===== src/rtl/hazard_if.sv =====
// Bundle of pipeline-register fields the hazard unit inspects and the
// PC / IF/ID / ID/EX control it returns to the datapath.
interface hazard_if;
  localparam int unsigned REG_W = 5;
  localparam int unsigned CNT_W = 16;

  logic             IDEXmemRead;
  logic             IDEXregWr;
  logic [REG_W-1:0] IDEXrd;
  logic             EXMEMmemRead;
  logic [REG_W-1:0] EXMEMrd;
  logic [REG_W-1:0] IFIDrs;
  logic [REG_W-1:0] IFIDrt;
  logic             IFIDusesRt;
  logic             branch;
  logic             PCwrite;
  logic             IFIDwrite;
  logic             IDEXflush;
  logic [CNT_W-1:0] stallCount;

  // Datapath side: supplies pipeline state, consumes stall control
  modport master (
    output IDEXmemRead, IDEXregWr, IDEXrd, EXMEMmemRead, EXMEMrd,
           IFIDrs, IFIDrt, IFIDusesRt, branch,
    input  PCwrite, IFIDwrite, IDEXflush, stallCount
  );

  // Hazard unit side
  modport slave (
    input  IDEXmemRead, IDEXregWr, IDEXrd, EXMEMmemRead, EXMEMrd,
           IFIDrs, IFIDrt, IFIDusesRt, branch,
    output PCwrite, IFIDwrite, IDEXflush, stallCount
  );
endinterface


===== src/rtl/hazard_unit.sv =====
// ID-stage hazard detector: freezes PC and IF/ID and bubbles ID/EX for load-use
// and unresolved branch-compare sources; counts stall cycles (saturating).
module hazard_unit (
  input  logic     clk,
  input  logic     rst,
  hazard_if.slave  hz
);
  localparam int unsigned REG_W = 5;
  localparam int unsigned CNT_W = 16;

  typedef enum logic {IDLE, HOLD} state_e;

  state_e           state_q, state_d;
  logic [CNT_W-1:0] cnt_q, cnt_d;
  logic [1:0]       need;
  logic             stall;

  function automatic logic match_x(input logic [REG_W-1:0] rd,
                                   input logic [REG_W-1:0] rs,
                                   input logic [REG_W-1:0] rt,
                                   input logic             uses_rt);
    return (rd != '0) && ((rd == rs) || (uses_rt && (rd == rt)));
  endfunction

  // Branches compare in ID, so rt is always a source for them
  function automatic logic match_b(input logic [REG_W-1:0] rd,
                                   input logic [REG_W-1:0] rs,
                                   input logic [REG_W-1:0] rt);
    return (rd != '0) && ((rd == rs) || (rd == rt));
  endfunction

  // Required bubbles for the instruction currently in ID, highest first
  always_comb begin
    need = 2'd0;
    if (hz.branch && hz.IDEXmemRead && match_b(hz.IDEXrd, hz.IFIDrs, hz.IFIDrt))
      need = 2'd2;
    else if (hz.branch && hz.IDEXregWr && !hz.IDEXmemRead &&
             match_b(hz.IDEXrd, hz.IFIDrs, hz.IFIDrt))
      need = 2'd1;
    else if (hz.branch && hz.EXMEMmemRead && match_b(hz.EXMEMrd, hz.IFIDrs, hz.IFIDrt))
      need = 2'd1;
    else if (!hz.branch && hz.IDEXmemRead &&
             match_x(hz.IDEXrd, hz.IFIDrs, hz.IFIDrt, hz.IFIDusesRt))
      need = 2'd1;
  end

  // Next state, stall decision and counter update
  always_comb begin
    state_d = state_q;
    stall   = 1'b0;
    cnt_d   = cnt_q;
    case (state_q)
      IDLE: begin
        stall = (need != 2'd0);
        if (need == 2'd2) state_d = HOLD;
      end
      HOLD: begin
        stall   = 1'b1;
        state_d = IDLE;
      end
      default: state_d = IDLE;
    endcase
    if (rst) stall = 1'b0;
    if (stall && (cnt_q != {CNT_W{1'b1}})) cnt_d = cnt_q + CNT_W'(1);
  end

  always_ff @(posedge clk) begin
    if (rst) begin
      state_q <= IDLE;
      cnt_q   <= '0;
    end else begin
      state_q <= state_d;
      cnt_q   <= cnt_d;
    end
  end

  assign hz.PCwrite    = !stall;
  assign hz.IFIDwrite  = !stall;
  assign hz.IDEXflush  = stall;
  assign hz.stallCount = cnt_q;

endmodule


===== src/flat_wrapper.sv =====
// flat-port wrapper written by rule: the top's interface ports become plain ports
module hazard_unit_flat 
  (clk, rst, hz_IDEXmemRead, hz_IDEXregWr, hz_IDEXrd, hz_EXMEMmemRead, hz_EXMEMrd, hz_IFIDrs, hz_IFIDrt, hz_IFIDusesRt, hz_branch, hz_PCwrite, hz_IFIDwrite, hz_IDEXflush, hz_stallCount);
  hazard_if hz_i ();
  input  logic clk;
  input  logic rst;
  input wire logic [$bits(hz_i.IDEXmemRead)-1:0] hz_IDEXmemRead;
  input wire logic [$bits(hz_i.IDEXregWr)-1:0] hz_IDEXregWr;
  input wire logic [$bits(hz_i.IDEXrd)-1:0] hz_IDEXrd;
  input wire logic [$bits(hz_i.EXMEMmemRead)-1:0] hz_EXMEMmemRead;
  input wire logic [$bits(hz_i.EXMEMrd)-1:0] hz_EXMEMrd;
  input wire logic [$bits(hz_i.IFIDrs)-1:0] hz_IFIDrs;
  input wire logic [$bits(hz_i.IFIDrt)-1:0] hz_IFIDrt;
  input wire logic [$bits(hz_i.IFIDusesRt)-1:0] hz_IFIDusesRt;
  input wire logic [$bits(hz_i.branch)-1:0] hz_branch;
  output wire logic [$bits(hz_i.PCwrite)-1:0] hz_PCwrite;
  output wire logic [$bits(hz_i.IFIDwrite)-1:0] hz_IFIDwrite;
  output wire logic [$bits(hz_i.IDEXflush)-1:0] hz_IDEXflush;
  output wire logic [$bits(hz_i.stallCount)-1:0] hz_stallCount;
  assign hz_i.IDEXmemRead = hz_IDEXmemRead;
  assign hz_i.IDEXregWr = hz_IDEXregWr;
  assign hz_i.IDEXrd = hz_IDEXrd;
  assign hz_i.EXMEMmemRead = hz_EXMEMmemRead;
  assign hz_i.EXMEMrd = hz_EXMEMrd;
  assign hz_i.IFIDrs = hz_IFIDrs;
  assign hz_i.IFIDrt = hz_IFIDrt;
  assign hz_i.IFIDusesRt = hz_IFIDusesRt;
  assign hz_i.branch = hz_branch;
  assign hz_PCwrite = hz_i.PCwrite;
  assign hz_IFIDwrite = hz_i.IFIDwrite;
  assign hz_IDEXflush = hz_i.IDEXflush;
  assign hz_stallCount = hz_i.stallCount;
  hazard_unit u_core (.clk(clk), .rst(rst), .hz(hz_i));
endmodule

===== config.mk =====
export PLATFORM = sky130hd
export DESIGN_NAME = hazard_unit_flat
export DESIGN_NICKNAME = d
export VERILOG_FILES = /design/src/rtl/hazard_if.sv /design/src/rtl/hazard_unit.sv /design/src/flat_wrapper.sv
export SDC_FILE = /design/constraint.sdc
export NUM_CORES = 1
export LEC_CHECK = 0
export CORE_ASPECT_RATIO = 1.25
export CORE_MARGIN = 5
export CORE_UTILIZATION = 40
export DETAILED_ROUTE_END_ITERATION = 16
export PLACE_DENSITY = 0.75
export SKIP_LAST_GASP = 1
export SLEW_MARGIN = 30
export SYNTH_ARGS = -nofsm -noshare
export SYNTH_HDL_FRONTEND = slang
export SYNTH_SLANG_ARGS = --single-unit

===== constraint.sdc =====
create_clock -name clk -period 2.55 [get_ports clk]
set_clock_uncertainty 0.1 [all_clocks]
set_input_delay 0.51 -clock clk [delete_from_list [all_inputs] [get_ports clk]]
set_output_delay 0.51 -clock clk [all_outputs]
set_load 0.005 [all_outputs]

### Word-level counts from Yosys, hierarchy flattened

Index checks and enable logic that the tools add are counted.

* equal/unequal tests: 6
* add/subtract/negate cells: 1
* bitwise logic cells: 1
* reduce and logical (&&, ||, !) cells: 23
* mux-type cells: 8

Operators with widths (count)
* equality test 5 bit: 4
* adder 16 x 1 -> 16 bit, second input constant: 1
* != test 16 bit, second input constant: 1
* logical AND 1 bit: 14
* nonzero test 5 bit: 2
* 2-to-1 mux 2 bit: 3
* one-hot mux 1 bit (2 select lines): 2
* logical NOT 1 bit: 3
* logical OR 1 bit: 3
* 2-to-1 mux 1 bit: 3
* equality test 2 bit, second input constant: 1
* nonzero test 2 bit: 1
* NOT 1 bit: 1

* register bits: 17
* output and inout port bits: 19

### Logic depth before layout (Yosys ltp)

Gate-level depths: netlist of the first run.

* word-level depth: 13
* gate-level depth with buffers: 10

### Worst setup path before layout of the first run

Ideal clock, no wire load.

* kind: input port to output port
* from: input port hz_IDEXrd[1]
* to: output port hz_PCwrite
* stages: 7
* arrival: 1760 ps
* setup slack: 180 ps
* cell sequence: xor2_1 -> nor3_2 -> a22oi_1 -> o32ai_2 -> nor2_1 -> or2_2 -> buf_4

* word-level cells in the longest chain between the ends: 13
* elaborated cells on any way between the ends: 19
* classes of those cells: 2 x eq/ne; 6 x mux; 11 x reduce/logical

Ends and longest elaborated chain
* start, declared: line flat_wrapper.sv:9 `input wire logic [$bits(hz_i.IDEXrd)-1:0] hz_IDEXrd;`
* equality test 5 bit: line hazard_unit.sv:22, hazard_unit.sv:29
* logical AND 1 bit: line hazard_unit.sv:22 `return (rd != '0) && ((rd == rs) || (uses_rt && (rd == rt)));`
* logical OR 1 bit: line hazard_unit.sv:22
* logical AND 1 bit: line hazard_unit.sv:22
* logical AND 1 bit: line hazard_unit.sv:42 `else if (!hz.branch && hz.IDEXmemRead &&`
* 2-to-1 mux 1 bit: line hazard_unit.sv:42
* 2-to-1 mux 2 bit: line hazard_unit.sv:40 `else if (hz.branch && hz.EXMEMmemRead && match_b(hz.EXMEMrd, hz.IFIDrs, hz.IFIDrt))`
* 2-to-1 mux 2 bit: line hazard_unit.sv:37 `else if (hz.branch && hz.IDEXregWr && !hz.IDEXmemRead &&`
* 2-to-1 mux 2 bit *: line hazard_unit.sv:35 `if (hz.branch && hz.IDEXmemRead && match_b(hz.IDEXrd, hz.IFIDrs, hz.IFIDrt))`
* nonzero test 2 bit *: line hazard_unit.sv:54 `stall = (need != 2'd0);`
* one-hot mux 1 bit (2 select lines) *: line hazard_unit.sv:52 `case (state_q)`
* 2-to-1 mux 1 bit *: line hazard_unit.sv:63 `if (rst) stall = 1'b0;`
* logical NOT 1 bit *
* end, declared: line flat_wrapper.sv:16 `output wire logic [$bits(hz_i.PCwrite)-1:0] hz_PCwrite;`

Mark *: on every way between the ends. The rest lies on a longest branch, timed or not.

### Final worst setup path of the first run

* from: input port hz_IDEXrd[2]
* to: register u_core.state_q

* word-level cells in the longest chain between the ends: 12
* elaborated cells on any way between the ends: 18
* classes of those cells: 3 x eq/ne; 6 x mux; 9 x reduce/logical

Ends and longest elaborated chain
* equality test 5 bit: line hazard_unit.sv:22, hazard_unit.sv:29
* logical AND 1 bit: line hazard_unit.sv:22
* logical OR 1 bit: line hazard_unit.sv:22
* logical AND 1 bit: line hazard_unit.sv:22
* logical AND 1 bit: line hazard_unit.sv:42
* 2-to-1 mux 1 bit: line hazard_unit.sv:42
* 2-to-1 mux 2 bit: line hazard_unit.sv:40
* 2-to-1 mux 2 bit: line hazard_unit.sv:37
* 2-to-1 mux 2 bit *: line hazard_unit.sv:35
* equality test 2 bit *: line hazard_unit.sv:55 `if (need == 2'd2) state_d = HOLD;`
* 2-to-1 mux 1 bit *: line hazard_unit.sv:55
* one-hot mux 1 bit (2 select lines) *: line hazard_unit.sv:52
* end signal, assigned: line hazard_unit.sv:72 `state_q <= state_d;`
* end, declared: line hazard_unit.sv:13 `state_e state_q, state_d;`

Marked as above.
A chain may end at the register's enable or synchronous reset.

==> impl_metrics.csv, run 1 <==
group,metric,value,unit
clock_network,cts_made_buffers,3,
clock_network,clock_sinks,17,
grt,grt_pass1_wl,5.858,mm
clock_network,tritoncts,"done",
sta,tightest_slew,265.5,ps
place,dpl.cell_count,235,
clock_network,clk_path_buf_depth,2,
finish,final_area,1928,sq um
sta,worst_hold_slack,415.6,ps
sta,setup_slack,5.852,ps
drt,via_per_inst,5.274,
worst_setup_path,worst-path-max-fanout,3,
worst_setup_path,criticalPathCategory,"input pin to register",
yosys,ys_warn_count,0,
finish,layout-drive-gt1-share,38.53,%
sta,finalHoldViolCount,0,
sta,fin_tns_setup,0,ps
floorplan,fp.dieW,57.75,um
finish,n_antenna_cell,0,
sta,fin_crit,2544,ps
finish,final_nets,247,
floorplan,core,2706,sq um
drt,antenna_left,0,
worst_setup_path,end_kind,"register",
worst_setup_path,slowest_delay,220,ps
sta,setup_violations,0,
sta,rsz0062_at_grt,"true",
drt,drc_errors,0,
worst_setup_path,slowest_stage,"nor3_2",
finish,area_growth,69.15,%
worst_setup_path,cp_common_cell,"buf_4",
worst_setup_path,reg2regPathDepth,9,
place,port_buffers,45,
sta,slew_headroom,82.16,%
hold_path,hold_depth,2,
floorplan,num_rows,21,
place,dpl.hpwl,2.640,mm
yosys,syn_area,1140,sq um
yosys,ys_seq_area_share,29.86,%
drt,wire_per_inst,14.83,um
sta,fmax,393.1,MHz
floorplan,io_pins,46,
grt,antenna_found_initial,0,
power,power.leakage,0.7447,nW
worst_setup_path,cp.arrival,2660,ps
yosys,syn_inst,143,
worst_setup_path,crit_path_cell_trace,"buf_2, xor2_1, nor3_2, a22oi_2, buf_4, buf_4, buf_4, buf_4, buf_4, buf_4, buf_4, buf_4, buf_4, buf_4, buf_4, nor3_2",
grt,grt_pass1_vias,1472,
yosys,synth-seq-cells,17,
yosys,yosysUniqueCellTypes,31,
power,peakVddDrop,0.0001844,V
grt,gr-total-overflow,0,
worst_setup_path,startpoint_type,"input pin",
floorplan,dieArea,4024,sq um
hold_path,worstHoldPathType,"register to register",
drt,finalWirelength,3.736,mm
yosys,synthTopCellsByArea,"dfxtp_1 (30%), xor2_1 (16%), a21oi_1 (5.7%)",
power,p_per_area,306.8,nW/um^2
finish,instances_no_fill,252,
floorplan,die_height,69.69,um
drt,drtIter0Drc,39,
yosys,avgSynthCellArea,7.971,sq um
clock_network,cts-root-buf,"clkbuf_4",
drt,vias,1329,
floorplan,start_util,42.12,%
clock_network,clkTransAtPathRegs,100,ps
yosys,synthArstFlopShare,0,%
worst_setup_path,required,2670,ps
grt,grt_start_max_net_pins,18,
yosys,synth_enable_flop_cells,0,
outcome,status,"complete, no violations",
clock_network,holdBufCountCts,0,
place,preCtsSetupSlack,-766.4,ps
drt,drtPass1Iterations,4,
clock_network,htreeDepth,1,
place,gp_congestion,0.8535,
yosys,synth_top_cell_by_area,"dfxtp_1",
yosys,synth-main-ff-cell,"dfxtp_1",
clock_network,clk_latency,280,ps
yosys,syn-num-nets,171,
job,drv_cap,0,
sta,slew_violations,0,
grt,grt_util_all_layers,17.80,%
place,postPlaceCellArea,1730,sq um
sta,post-route-period-util,99.77,%
yosys,yosys.area.top_type_share,29.86,%
[final timing paths]
path,start,slack (ps),endpoint
worst max register to register,u_core.hz.stallCount[0],410,u_core.hz.stallCount[14]
worst max-delay path,hz_IDEXrd[2],6,u_core.state_q
worst min register to register,u_core.hz.stallCount[7],420,u_core.hz.stallCount[7]
worst min-delay path,u_core.hz.stallCount[7],420,u_core.hz.stallCount[7]
[cell usage after synthesis, types with 2 or more instances]
library cell	number
buf_6	2
and3_1	2
o31ai_1	3
or4_1	5
mux2i_1	2
nor3_2	2
or3_2	6
o21ai_1	8
xor2_1	21
nor2_1	14
clkbuf_1	2
or2_2	3
o21ai_0	3
dfxtp_1	17
nand3_1	6
nand4_1	3
a22oi_1	2
nand2_1	9
nor3_1	4
inv_1	3
or3_1	4
a21oi_1	13
[through the flow]
| stage | utilization (%) | total power [mW] |
|---|---|---|
| floorplan | - | 0.3316 |
| global placement | 63.94 | 0.4129 |
| detailed placement | 63.94 | 0.4180 |
| CTS | 67.87 | 0.5715 |
| global route | 71.24 | 0.6220 |
| finish | 71.24 | 0.5915 |
[flip-flops by register name, summed over array words and instances, names as in the netlist]
signal,flops
u_core.hz.stallCount,16
u_core.state_q,1
[cells by family (layout without fill, tap and decap cells)]
kind of cell | after synthesis | in the layout | share of synthesized area [%]
DFF | 17 | 17 | 29.86
adders and majority gates | 1 | 1 | 1.098
and+or+nand+nor | 60 | 60 | 28.87
muxes | 2 | 2 | 1.756
AOI/OAI and AO/OA | 34 | 34 | 18.00
buffers and inverters | 8 | 83 | 4.281
xor gates and xnor gates | 21 | 21 | 16.14
[cells in the final DEF (no fill, tap or decap), types with 4 or more instances in the layout]
| master | netlist | layout |
|---|---|---|
| buf_2 | 0 | 9 |
| xor2_2 | 0 | 4 |
| xor2_1 | 21 | 15 |
| nand2_1 | 9 | 8 |
| nand3_1 | 6 | 6 |
| clkdlybuf4s50_1 | 0 | 18 |
| nor3_2 | 2 | 5 |
| or3_1 | 4 | 4 |
| or4_1 | 5 | 4 |
| o21ai_1 | 8 | 8 |
| or3_2 | 6 | 6 |
| dfxtp_1 | 17 | 17 |
| a21oi_1 | 13 | 13 |
| nor2_1 | 14 | 13 |
| buf_6 | 2 | 6 |
| buf_4 | 1 | 31 |
[cell type report]
cell class	instances	area, sq um
Fill cell	214	778.2
Tap cell	34	42.54
Inverter	3	11.26
Timing Repair Buffer	76	638.1
Sequential cell	17	340.3
Multi-Input combinational cell	118	869.6
Clock buffer	4	26.28
[report_power, final]
group          leakage [nW]  internal (mW)  switching (mW)
combinational         0.593         0.0944          0.0838
sequential            0.137          0.267         0.00212
clock                0.0150         0.0607          0.0837
[worst max-delay path, delay by kind of cell]
family | cells | cell delay (ps)
xor+xnor | 1 | 170
compound gates | 1 | 100
simple gates | 2 | 390
buf+inv | 12 | 1490
[routing by layer]
layer | up-vias | part of all wire (%) | GRT usage, %
met1 | 606 | 37 | 17.90
met3 | 10 | 5.5 | 1.304
met4 | 0 | 2.8 | 11.60
met2 | 52 | 55 | 33.42
met5 | - | 0 | 0
li1 | 661 | - | -
[repair_timing]
action | CTS | global route
endpoints found under the hold margin | 0 | 0
cloned | 0 | 0
pin swaps | 18 | 18
resized for setup | 90 | 33
endpoints found under the setup margin | 16 | 12
buffers inserted | 14 | 0
(Power assumes the default switching activity.)
==> inputs of run 2 (changes only) <==
CORE_ASPECT_RATIO = unset   (was 1.25)
==> run 2 against run 1 <==
Worst setup slack better by 51 ps. Core utilization fell by 4.4 points. Non-clock buffer count is 1 lower. Final cell count shrank 1.6%. Register-to-register slack lost 90 ps. Design area fell by 5.3%. Critical endpoint unchanged. Fmax increased by 2.0%. Sequential cell count is the same. Total power is 2.7% lower. Sequential share of layout area is 0.98 points higher. Critical path depth stayed put.
==> impl_metrics.csv, run 2 (synthesis gave the netlist of run 1 again) <==
group,metric,value,unit
worst_setup_path,r2r-start,"u_core.hz.stallCount[0]",
place,gp_congestion,0.8546,
sta,slew_headroom,82.05,%
drt,drtIter0Drc,51,
finish,area_growth,60.26,%
sta,slew_violations,0,
floorplan,fp.dieW,63.38,um
place,port_buffers,45,
drt,antenna_left,0,
floorplan,io_pins,46,
grt,grt_start_max_net_pins,18,
finish,final_nets,246,
power,power.leakage,0.7069,nW
floorplan,num_rows,19,
grt,antenna_found_initial,0,
finish,fillers,235,
floorplan,start_util,41.69,%
finish,n_antenna_cell,0,
drt,drtPass1Iterations,4,
worst_setup_path,crit_path_cell_trace,"dlygate4sd2_1, xor2_1, nor2_1, a22oi_2, buf_4, buf_4, buf_4, buf_4, buf_4, buf_4, buf_4, buf_4, buf_4, buf_4, buf_4, nor3_2",
grt,grt_pass1_vias,1276,
worst_setup_path,cp_common_cell,"buf_4",
sta,rsz0062_at_grt,"false",
grt,grt_util_all_layers,16.64,%
power,p_per_area,315.2,nW/um^2
finish,layout_common_cells,"buf_4 (31), clkdlybuf4s50_1 (20), xor2_1 (17), dfxtp_1 (17), nor2_1 (13)",
worst_setup_path,slowest_stage,"dlygate4sd2_1",
worst_setup_path,worst-path-max-fanout,2,
sta,setup_violations,0,
sta,post-route-period-util,97.79,%
clock_network,cts-root-buf,"clkbuf_4",
worst_setup_path,criticalPathCategory,"input pin to register",
job,drv_cap,0,
worst_setup_path,crit_family,"buffers and inverters",
drt,wire_per_inst,13.75,um
worst_setup_path,required,2690,ps
finish,largest_reg_flops,16,
worst_setup_path,crit_path_start,"hz_IFIDrt[0]",
finish,layout-drive-gt1-share,36.87,%
clock_network,clk_path_buf_depth,2,
drt,vias,1338,
drt,via_per_inst,5.395,
place,dpl.hpwl,2.633,mm
worst_setup_path,end_kind,"register",
clock_network,clock_sinks,17,
grt,gr-total-overflow,0,
clock_network,cts_made_buffers,3,
grt,grt_pass1_wl,5.651,mm
worst_setup_path,path_buf_inv,12,
hold_path,worstHoldStart,"u_core.hz.stallCount[15]",
clock_network,clk_latency,300,ps
sta,finalHoldViolCount,0,
drt,finalWirelength,3.409,mm
sta,fin_crit,2494,ps
floorplan,core,2734,sq um
drt,drc_errors,0,
floorplan,dieArea,4017,sq um
hold_path,worstHoldPathType,"register to register",
sta,fmax,401.0,MHz
finish,fin_util,66.82,%
power,p_total,0.5758,mW
clock_network,clkTransAtPathRegs,110,ps
clock_network,htreeDepth,1,
finish,final_common_cell,"buf_4",
floorplan,die_height,63.38,um
sta,tightest_slew,266.9,ps
clock_network,tritoncts,"done",
outcome,status,"complete, no violations",
power,peakVddDrop,0.0002612,V
worst_setup_path,slowest_delay,260,ps
worst_setup_path,cp.arrival,2630,ps
worst_setup_path,startpoint_type,"input pin",
[run 2: area by class of cell]
| type | instances | area (sq um) | area share, % |
|---|---|---|---|
| Clock buffer | 3 | 22.52 | 1.233 |
| Sequential cell | 17 | 340.3 | 18.63 |
| Multi-Input combinational cell | 118 | 817.0 | 44.73 |
| Tap cell | 31 | 38.79 | 2.123 |
| Inverter | 3 | 11.26 | 0.6164 |
| Timing Repair Buffer | 75 | 591.8 | 32.40 |
| Clock inverter | 1 | 5.005 | 0.2740 |
[run 2: metrics by stage]
stage                     std cells  setup slack [ps]  area (sq um)  hold slack (ps)  TNS (ps)
after detailed placement        232            -780.8          1727            403.2     -8327
after global routing            248            0.3249          1827            449.9         0
after global placement          232            -702.1          1727            390.1     -6827
after CTS                       248             29.89          1813            417.0         0
final                           248             56.37          1827            412.1         0
after floorplan                 143             179.8          1140            387.5         0
[run 2: power breakdown]
part	internal, mW	leakage [nW]	switching [mW]
Combinational	0.0856	0.552	0.0712
Clock	0.0584	0.0177	0.0916
Sequential	0.267	0.137	0.00203
Total	0.411	0.707	0.165
[run 2: routing by layer]
| metal | part of all wire, % | global-route usage (%) |
|---|---|---|
| met5 | 0 | 0 |
| met4 | 1.8 | 4.156 |
| met2 | 52 | 28.68 |
| met1 | 42 | 20.84 |
| met3 | 4.6 | 3.552 |
[run 2: path summary, 6_finish.rpt]
path	slack (ps)	cells after the start	to
setup reg to reg	320	9	u_core.hz.stallCount[6]
setup / recovery	60	16	u_core.state_q
hold / removal	410	2	u_core.hz.stallCount[15]
hold reg to reg	410	2	u_core.hz.stallCount[15]
[run 2: worst reg2reg max path, cell delays in order (launching register included)]
cell and delay (ps):
dfxtp_1 370, ha_1 230, nand3_1 160, nand2b_1 240
nor2_1 60, nand2_1 100, o21ai_2 90, buf_4 190
or3_2 450, a21oi_1 180
[run 2: what timing repair did]
item,4_1_cts,5_1_grt
buffers inserted,12,0
gates resized for setup,82,20
hold buffers,0,0
setup endpoints to repair,15,5
endpoints found under the hold margin,0,0
pin swaps,18,12
==> edit (flow settings as in run 2) <==
`CNT_W` is set to 16 in 2 places; all go to 32.
--- a/src/rtl/hazard_if.sv
+++ b/src/rtl/hazard_if.sv
@@ -2,7 +2,7 @@
 // PC / IF/ID / ID/EX control it returns to the datapath.
 interface hazard_if;
   localparam int unsigned REG_W = 5;
-  localparam int unsigned CNT_W = 16;
+  localparam int unsigned CNT_W = 32;
 
   logic             IDEXmemRead;
   logic             IDEXregWr;
--- a/src/rtl/hazard_unit.sv
+++ b/src/rtl/hazard_unit.sv
@@ -6,7 +6,7 @@
   hazard_if.slave  hz
 );
   localparam int unsigned REG_W = 5;
-  localparam int unsigned CNT_W = 16;
+  localparam int unsigned CNT_W = 32;
 
   typedef enum logic {IDLE, HOLD} state_e;
 
Interface: changed (resized hz_stallCount); port bits go from 46 to 62. No check against the original RTL was run, so the function may have changed too.
==> edit against run 2 <==
- die area is 65% higher
- utilization is 4.7 points lower
- routed wire length is 75% higher
- cell count is 62% higher
- critical path type is now primary input to primary output
- worst hold slack worse by 0.0053 ns
- combinational power is 6% lower
- total power is 100% higher
- sequential cell count is 16 higher
- area after synthesis is 78% higher
- worst setup slack worse by 0.016 ns
- final area is 70% higher
==> edit: results (changes against run 2) <==
* Max reg flops at 32 (+16)
* WP data arrival at 1.90 ns (-0.73 ns)
* Buffers, non-clock at 92 (+23%)
* Synth cell types at 44 (+42%)
* Worst r2r src: u_core.hz.stallCount[2]$_SDFFE_PP0P_
* Vias in the first global route at 2,086 (+63%)
* Routed WL at 5960 microns (+75%)
* RD Place Congestion at 0.811 (-5.1%)
* Gr usage total at 0.183 (+0.0163)
* Syn Nets at 273 (+60%)
* Slew HR at 0.584 (-0.237)
* Ranking of synthesized cells by area: dfxtp_1 32%, xnor2_1 6.9%, mux2_2 5.0%
* Outcome: complete, no violations
* Clock Pin Slew Worst Setup and Hold Paths at 0.07 ns (-0.04 ns)
* H-Tree Depth at 2 (+1)
* Mux cell area share after synthesis at 0.0498 (+0.0323)
* Syn Area/Cell at 8.30 sq um (+4.1%)
* Post-synthesis sequential area ratio at 0.325 (+0.0264)
* Top cells by count, synth: 33 x dfxtp_1, 21 x nand2_1, 20 x nor2_1, 16 x nand3_1, 16 x xnor2_1
* Final Cell Area at 3110 sq um (+70%)
* Reg2Reg Depth at 7 (-2)
* Post-Synth Adder-Cell Area at 0.00615 (-0.00482)
* Routed wl met3 at 228 microns (+46%)
* NonClk Buf Share at 0.266 (-0.0581)
* GRT met1 Usage at 0.231 (+0.0231)
* Met2 Wirelength at 2890 microns (+64%)
## edit: worst min-delay path by stage
stage                                             to  slack, ns  cells after the start
3_5_place_dp   u_core.hz.stallCount[14]$_SDFFE_PP0P_       0.39                      2
6_report       u_core.hz.stallCount[14]$_SDFFE_PP0P_       0.41                      2
2_1_floorplan  u_core.hz.stallCount[14]$_SDFFE_PP0P_       0.38                      2
4_1_cts        u_core.hz.stallCount[14]$_SDFFE_PP0P_       0.40                      2
5_1_grt        u_core.hz.stallCount[14]$_SDFFE_PP0P_       0.43                      2
3_3_place_gp   u_core.hz.stallCount[14]$_SDFFE_PP0P_       0.38                      2
## edit: worst max-delay path: stages
cell,delay (ns)
dlygate4sd2_1,0.25
xor2_1,0.14
nor3_1,0.13
nand3_1,0.12
a2111o_1,0.40
and2_4,0.18
inv_4,0.07
buf_6,0.09
## edit: power by group
part           switching (W)  internal (W)  total (W)
clock network       0.000195      0.000319   0.000513
registers        0.000000911      0.000517   0.000518
logic              0.0000685     0.0000795   0.000148
